File: config.mk
export PLATFORM = sky130hd
export DESIGN_NAME = pipe_hazard_ctrl
export DESIGN_NICKNAME = d
export VERILOG_FILES = /design/src/rtl/pipe_ctrl_pkg.sv /design/src/rtl/pipe_div_timer.sv /design/src/rtl/pipe_hazard_ctrl.sv
export SDC_FILE = /design/constraint.sdc
export NUM_CORES = 1
export LEC_CHECK = 0
export CORE_UTILIZATION = 42
export CTS_CLUSTER_SIZE = 30
export DETAILED_ROUTE_END_ITERATION = 12
export GPL_TIMING_DRIVEN = 0
export HOLD_SLACK_MARGIN = 0.05
export PLACE_DENSITY = 0.77
export SYNTH_ARGS = -nofsm -noshare
export SYNTH_HDL_FRONTEND = slang
export SYNTH_HIERARCHICAL = 1
export SYNTH_SLANG_ARGS = --single-unit
File: constraint.sdc
create_clock -name clk -period 1.9 [get_ports clk]
set_clock_uncertainty 0.2 [all_clocks]
set_input_delay 0.38 -clock clk [delete_from_list [all_inputs] [get_ports clk]]
set_output_delay 0.38 -clock clk [all_outputs]
set_load 0.1 [all_outputs]
File: src/rtl/pipe_ctrl_pkg.sv
// Shared definitions for the pipeline stall/flush controller:
// FSM state encoding, default divider latency and stage indices.
package pipe_ctrl_pkg;

  typedef enum logic [1:0] {
    ST_IDLE     = 2'd0,
    ST_DIV      = 2'd1,
    ST_EXC_PEND = 2'd2
  } ctrl_state_e;

  localparam int DIV_LAT_DEFAULT = 32;

  // Stage indices used to address the per-stage stall/flush vectors.
  localparam int STG_F = 0;
  localparam int STG_D = 1;
  localparam int STG_E = 2;
  localparam int STG_M = 3;
  localparam int STG_W = 4;

endpackage

File: src/rtl/pipe_div_timer.sv
// Loadable down-counter that tracks how many divide cycles remain.
// The count is the number of cycles still to spend in DIV, including the
// current one, so o_last marks the final occupied cycle.
module pipe_div_timer #(
  parameter int CNT_W = 6
) (
  input  logic             clk,
  input  logic             resetn,
  input  logic             i_load,
  input  logic [CNT_W-1:0] i_load_val,
  input  logic             i_dec,
  input  logic             i_clr,
  output logic             o_last
);

  logic [CNT_W-1:0] r_cnt;

  // Counter register: clear beats load beats decrement; saturates at zero.
  always_ff @(posedge clk or negedge resetn) begin
    if (!resetn) begin
      r_cnt <= {CNT_W{1'b0}};
    end else if (i_clr) begin
      r_cnt <= {CNT_W{1'b0}};
    end else if (i_load) begin
      r_cnt <= i_load_val;
    end else if (i_dec && (r_cnt != {CNT_W{1'b0}})) begin
      r_cnt <= r_cnt - {{(CNT_W-1){1'b0}}, 1'b1};
    end else begin
      r_cnt <= r_cnt;
    end
  end

  assign o_last = (r_cnt <= {{(CNT_W-1){1'b0}}, 1'b1});

endmodule

File: src/rtl/pipe_hazard_ctrl.sv
// Central stall/flush controller for the 5-stage pipeline. Merges memory
// wait states, exceptions, multi-cycle divide and load-use hazards into
// per-stage hold/clear controls with zero-cycle latency.
module pipe_hazard_ctrl
  import pipe_ctrl_pkg::*;
#(
  parameter int DIV_LAT = DIV_LAT_DEFAULT,
  parameter int CNT_W   = $clog2(DIV_LAT + 1)
) (
  input  logic clk,
  input  logic resetn,
  input  logic i_req_busy,
  input  logic d_req_busy,
  input  logic div_start,
  input  logic load_use,
  input  logic exc_valid,
  output logic stall_f,
  output logic stall_d,
  output logic stall_e,
  output logic stall_m,
  output logic stall_w,
  output logic flush_d,
  output logic flush_e,
  output logic flush_m,
  output logic flush_w,
  output logic div_busy,
  output logic exc_pending
);

  ctrl_state_e          r_state;
  ctrl_state_e          w_next;
  logic                 w_mem_stall;
  logic [STG_W:STG_F]   w_stall;
  logic [STG_W:STG_D]   w_flush;
  logic                 w_load;
  logic                 w_dec;
  logic                 w_clr;
  logic                 w_last;
  logic                 w_div_busy;
  logic                 w_exc_pend;

  // Remaining cycles after the start cycle, which itself counts as occupancy.
  localparam logic [CNT_W-1:0] LOAD_VAL = CNT_W'(DIV_LAT - 1);

  assign w_mem_stall = i_req_busy | d_req_busy;

  pipe_div_timer #(.CNT_W(CNT_W)) u_div_timer (
    .clk        (clk),
    .resetn     (resetn),
    .i_load     (w_load),
    .i_load_val (LOAD_VAL),
    .i_dec      (w_dec),
    .i_clr      (w_clr),
    .o_last     (w_last)
  );

  // FSM state register.
  always_ff @(posedge clk or negedge resetn) begin
    if (!resetn) begin
      r_state <= ST_IDLE;
    end else begin
      r_state <= w_next;
    end
  end

  // Next-state and per-stage controls; priority mem > exception > divide > load-use.
  always_comb begin
    w_stall    = '0;
    w_flush    = '0;
    w_next     = r_state;
    w_load     = 1'b0;
    w_dec      = 1'b0;
    w_clr      = 1'b0;
    w_div_busy = 1'b0;
    w_exc_pend = 1'b0;
    if (!resetn) begin
      w_next = ST_IDLE;
    end else begin
      w_div_busy = (r_state == ST_DIV);
      // An exception seen during a memory stall is already waiting for memory.
      w_exc_pend = (r_state == ST_EXC_PEND) | (w_mem_stall & exc_valid);
      if (w_mem_stall) begin
        w_stall = '1;
        if (exc_valid && (r_state != ST_EXC_PEND)) begin
          w_next = ST_EXC_PEND;
        end else begin
          w_next = r_state;
        end
      end else if (exc_valid || (r_state == ST_EXC_PEND)) begin
        // Single flush for live and pending exceptions; aborts any divide.
        w_flush[STG_D] = 1'b1;
        w_flush[STG_E] = 1'b1;
        w_flush[STG_M] = 1'b1;
        w_flush[STG_W] = 1'b1;
        w_next         = ST_IDLE;
        w_clr          = 1'b1;
      end else begin
        case (r_state)
          ST_IDLE: begin
            if (div_start) begin
              w_stall[STG_F] = 1'b1;
              w_stall[STG_D] = 1'b1;
              w_stall[STG_E] = 1'b1;
              w_flush[STG_M] = 1'b1;
              w_load         = 1'b1;
              w_next         = ST_DIV;
            end else if (load_use) begin
              w_stall[STG_F] = 1'b1;
              w_stall[STG_D] = 1'b1;
              w_flush[STG_E] = 1'b1;
            end else begin
              w_next = ST_IDLE;
            end
          end
          ST_DIV: begin
            // E is held, so load-use and new div_start are irrelevant here.
            w_stall[STG_F] = 1'b1;
            w_stall[STG_D] = 1'b1;
            w_stall[STG_E] = 1'b1;
            w_flush[STG_M] = 1'b1;
            w_dec          = 1'b1;
            if (w_last) begin
              w_next = ST_IDLE;
            end else begin
              w_next = ST_DIV;
            end
          end
          default: begin
            w_next = ST_IDLE;
          end
        endcase
      end
    end
  end

  assign stall_f     = w_stall[STG_F];
  assign stall_d     = w_stall[STG_D];
  assign stall_e     = w_stall[STG_E];
  assign stall_m     = w_stall[STG_M];
  assign stall_w     = w_stall[STG_W];
  assign flush_d     = w_flush[STG_D];
  assign flush_e     = w_flush[STG_E];
  assign flush_m     = w_flush[STG_M];
  assign flush_w     = w_flush[STG_W];
  assign div_busy    = w_div_busy;
  assign exc_pending = w_exc_pend;

endmodule

# After elaboration in Yosys (flattened, before gate mapping)
# Index checks and enable logic that the tools add are counted.
# W data, S select, Z words.
[totals] word_cells=58 register_bits=8 output_inout_bits=11 in_bits=7
[classes] n_bitwise=3 n_lt_le_gt_ge=1 add_sub_neg=1 reduce_logical=7 n_mux=39 eq_ne=5
[ops] op="$mux W2" n=10
[ops] op="$mux W1" n=18
[ops] op="$mux W6" n=3
[ops] op="$mux W4" n=2
[ops] op="$le A6 B1 Y1 const B" n=1
[ops] op="$mux W3" n=2
[ops] op="$ne A6 B6 Y1 const B" n=1
[ops] op="$pmux W3 S2" n=1
[ops] op="$reduce_bool A6 Y1" n=1
[ops] op="$sub A6 B1 Y6 const B" n=1
[ops] op="$mux W5" n=1
[ops] op="$pmux W2 S2" n=1
[ops] op="$ne A3 B2 Y1 const B" n=1
[ops] op="$reduce_bool A3 Y1" n=1
[ops] op="$eq A2 B1 Y1 const B" n=1
[ops] op="$eq A2 B2 Y1 const B" n=1
[ops] op="$logic_and A1 B1 Y1" n=2
[ops] op="$logic_not A2 Y1" n=1
[ops] op="$ne A2 B2 Y1 const B" n=1
[ops] op="$or A1 B1 Y1" n=2
[ops] op="$pmux W1 S2" n=1
[ops] op="$reduce_and A2 Y1" n=1
[ops] op="$and A1 B1 Y1" n=1
[ops] op="$logic_or A1 B1 Y1" n=1

# Longest topological paths before layout
[depth] word_depth=9 mapped_depth=7 depth_no_buf=6

# Modules after synthesis
# The synthesis kept the hierarchy.
[by_module_without_submodules] module="pipe_div_timer" area_per_inst_um2=406.6 cells_each=44 instances=1
[by_module_without_submodules] module="pipe_hazard_ctrl" area_per_inst_um2=262.8 cells_each=38 instances=1

# Least setup slack after synthesis
# No wires, ideal clock.
[synth_timing] path_kind="reg2out" from="reg r_state[0]" to="out flush_w" stages_incl_launch_ff=6 path_slack_ns=-1.389 t_required_ns=1.320 t_arrival_ns=2.709 path_buffers=2 path_cell_list="dfrtp_1 -> buf_2 -> nor2b_1 -> nor2_1 -> nor2_1 -> buf_4"
[synth_between] elab_chain_len=5
[synth_lines] element="start: declaration" line="pipe_hazard_ctrl.sv:30" text="ctrl_state_e r_state;"
[synth_lines] element="start signal: assignment" line="pipe_hazard_ctrl.sv:62" text="r_state <= w_next;"
[synth_lines] element="$eq A2 B2 Y1" line="pipe_hazard_ctrl.sv:89" text="end else if (exc_valid || (r_state == ST_EXC_PEND)) begin"
[synth_lines] element="$logic_or A1 B1 Y1" line="pipe_hazard_ctrl.sv:89"
[synth_lines] element="$mux W1" line="pipe_hazard_ctrl.sv:89"
[synth_lines] element="$mux W4" line="pipe_hazard_ctrl.sv:82" text="if (w_mem_stall) begin"
[synth_lines] element="$mux W4" line="pipe_hazard_ctrl.sv:76" text="if (!resetn) begin"
[synth_lines] element="end: declaration" line="pipe_hazard_ctrl.sv:25" text="output logic flush_w,"
# Every way passes these cells.

# Worst setup path after layout
[layout_timing] from="reg r_state[1]" to="reg u_div_timer.r_cnt[3]"
[layout_between] elab_chain_len=7
[layout_lines] element="$eq A2 B1 Y1 or $eq A2 B2 Y1 (tied branches)" line="pipe_hazard_ctrl.sv:98, pipe_hazard_ctrl.sv:89"
[layout_lines] element="$mux W1 or $logic_or A1 B1 Y1 (tied branches)" line="pipe_hazard_ctrl.sv:98, pipe_hazard_ctrl.sv:89"
[layout_lines] element="$mux W1 (*)" line="pipe_hazard_ctrl.sv:89"
[layout_lines] element="$mux W1 (*)" line="pipe_hazard_ctrl.sv:82"
[layout_lines] element="$mux W1 (*)" line="pipe_hazard_ctrl.sv:76"
[layout_lines] element="named net w_dec" line="pipe_hazard_ctrl.sv:36" text="logic w_dec;"
[layout_lines] element="$logic_and A1 B1 Y1 (*)" line="pipe_div_timer.sv:26" text="end else if (i_dec && (r_cnt != {CNT_W{1'b0}})) begin"
[layout_lines] element="$reduce_bool A3 Y1 (no source line) (*)"
[layout_lines] element="end signal: assignment" line="pipe_div_timer.sv:25" text="r_cnt <= i_load_val;"
[layout_lines] element="end signal: assignment" line="pipe_div_timer.sv:27" text="r_cnt <= r_cnt - {{(CNT_W-1){1'b0}}, 1'b1};"
[layout_lines] element="end signal: assignment" line="pipe_div_timer.sv:29" text="r_cnt <= r_cnt;"
[layout_lines] element="end: declaration" line="pipe_div_timer.sv:16" text="logic [CNT_W-1:0] r_cnt;"
# The timed path passes the listed nets; every way through them passes the cells marked *.
# A chain may end at the register's enable or synchronous reset.

==> results.md <==
- Wire length on met3: between 200 and 300 um
- CTS tree: built
- Setup slack, reg-to-reg: -340 ps
- Metal2 WL: 1580 um
- Layout cells sized above 1: a little under three fifths
- Post-Synthesis Cells: 82
- R2r startpoint: r_state[1]
- Yosys warnings: 6
- Internal power: around 440 uW
- Hold path startpoint: resetn
- Seq/Total Area, Yosys: 29.9%
- Starting Density: 45.0%
- Psw: 359 uW
- Uppermost layer routed: met4
- Post-synth EDFFs: 0
- Worst hold-check path type: in2reg
- Antenna violations before repair: 0
- Final setup vio count: 14
- Clock transition at path regs: around 70 ps
- Wire per inst: about 22 um
- Kind of critical path: reg2reg
- Seq pwr share: around 30%
- Fin Setup TNS: -2990 ps
- Core outline area: 1490 um^2
- Failing checks: negative setup slack
- Post-synth top cells: nor2_1, dfrtp_1, inv_1
- Detailed Place HPWL: around 1200 um
- Vias in the first global route: ~830
- Rows: 14
- Total GRT Usage: a little under a third
- Top cell type's share of synthesized area: about 30%
- Nets: 137
- Leak Pwr: around 0.00061 uW
- Die area: approximately 1800 um^2
- Final Cycle Share: 118%
- Logic gate share of total power: around half
- Asr flop ratio synth: 100%
- Worst EP required: roughly 1900 ps
- Pin count of the biggest net entering global routing: 11
- Power Dens Cells: slightly below 600 nW/um^2
- First-pass GRT wire length: between 3000 and 4000 um
- Final Hold Fails: 0
- Post-DRT Antenna Nets: 0
- Worst Setup End Kind: flop
- Area contributors post-synth: dfrtp_1, nor2_1, ha_1
- Longest Clk Path Bufs: 2
- Crit-path max FO: 3
- First-pass DRT Iterations: 4
- MaxCap Viol Count: 0
- Die extent in y: 41.9 um
- Routed WL: 3080 um
- Syn avg cell area: 8.16 um^2
- Initial DRC count: 36
- Ports: 18
- Clock Sinks: 8
- Die width: approximately 42 um
- Yosys top cell by area: dfrtp_1
- Area Growth Syn to Fin: 102%
- Post-synthesis sequential element count: 8
- Startpoint Class: flop
- Max Fclk: ~450 MHz
- Inst Count DP: roughly 120
- Peak supply drop: 0.675 mV
- Hold slack: 341 ps
- Clock Latency Late Sink: around 270 ps
- Routed vias/inst: between 6 and 7
- Wl on met1: 1060 um
- Cell variety after synth: 39
- Non-Filler Instances: approximately 140
- Final GP Congestion: roughly 0.8
- CTS H-tree depth: 1
- Clock network fraction of design power: roughly a fifth
- Most common cell in the netlist: nor2_1
- Root buffer cell: clkbuf_4
- Main flop type after synthesis: dfrtp_1
- # DRC: 0
- DR vias: 876
- Unrepaired setup endpoints after global routing: true
- Crit path launch: r_state[1]
- Num CTS Buffers: 3
- Grt ovf: 0
- Post-layout power: roughly 800 uW
- Inserted Diodes: 0
- Post-synthesis instance area: approximately 670 um^2
- WP data arrival: ~2200 ps
- Status: finished, violations left
- Fin worst setup slack: -342 ps
- Final min period: 2240 ps
- PortBufs: 17
- Switch share: a little under half
- Max-slew violation count: 0
sequential cells by signal, summed over array words and instances (netlist names):
name,count
u_div_timer/r_cnt,6
r_state,2
path summary, 6_finish.rpt:
check	to	depth (start not counted)
setup / recovery	u_div_timer/r_cnt[3]	5
hold / removal	r_state[0]	3
setup reg to reg	u_div_timer/r_cnt[3]	5
hold reg to reg	u_div_timer/r_cnt[4]	2
max in group asynchronous	r_state[1]	2
min in group asynchronous	r_state[0]	2
cells in the final DEF, fill, tap and decap left out, drive strengths merged, types with 2 or more instances in the layout:
master	n
conb	6
nor2	11
a211oi	3
or4	2
or2	2
ha	2
inv	5
o31ai	2
o21bai	2
clkbuf	4
dlygate4sd2	2
nor2b	3
mux2i	2
o21ai	2
nand2	4
dfrtp	8
buf	37
nor3	5
a21oi	4
critical path, cell delays in order (launching register included):
cell	delay, ps
dfrtp_2	430
and3b_4	290
and3_4	180
or3b_4	400
or4_1	500
a31oi_1	150
cells by family (layout without fill, tap and decap cells):
kind of cell / after synthesis / count (layout) / synth area share [%]
AND/OR/NAND/NOR: 35 / 35 / 28.8
XOR/XNOR: 1 / 1 / 1.31
multiplexers: 2 / 2 / 2.99
other: 2 / 6 / 1.12
flip-flops: 8 / 8 / 29.9
AO/OA/AOI/OAI: 21 / 21 / 24.1
buffers and inverters: 11 / 51 / 8.04
adder cells (fa/ha/maj): 2 / 2 / 3.74
per-stage QoR:
stage          setup WS (ps)  utilization [%]  cell area (um^2)
6_report                -342             91.0              1360
4_1_cts                 -272             84.1              1250
2_1_floorplan           -520                -               788
3_3_place_gp           -1800             65.7               978
3_5_place_dp           -1810             65.7               978
5_1_grt                 -364             91.0              1360
layout make-up:
| cell class | instances | area [um^2] |
|---|---|---|
| plain buffers | 4 | 62.6 |
| fillers | 59 | 134 |
| flip-flops and latches | 8 | 201 |
| inverters | 7 | 31.3 |
| well taps | 16 | 20.0 |
| multi-input cells | 67 | 604 |
| clock buffers | 3 | 22.5 |
| repair buffers | 37 | 413 |
per-layer routing:
layer  vias to the layer above  track usage (%)
met1                       412             35.1
met2                        62             52.2
met4                         0             20.0
met3                        23             9.57
met5                         -                0
li1                        379                -
power groups by stage:
| stage | registers (uW) | clock network [uW] | logic, uW |
|---|---|---|---|
| 3_5_place_dp | 229 | 0 | 301 |
| 5_1_grt | 235 | 159 | 428 |
| 6_report | 236 | 149 | 409 |
| 2_1_floorplan | 220 | 0 | 238 |
| 4_1_cts | 225 | 144 | 367 |
| 3_3_place_gp | 227 | 0 | 295 |
what timing repair did:
item	in CTS	in global routing
endpoints found under the hold margin	8	0
pin swaps	12	7
endpoints found under the setup margin	17	17
gates resized for setup	130	14
hold buffers	1	0
setup buffers	12	7
Note: power is estimated with default switching activity, not from simulation.
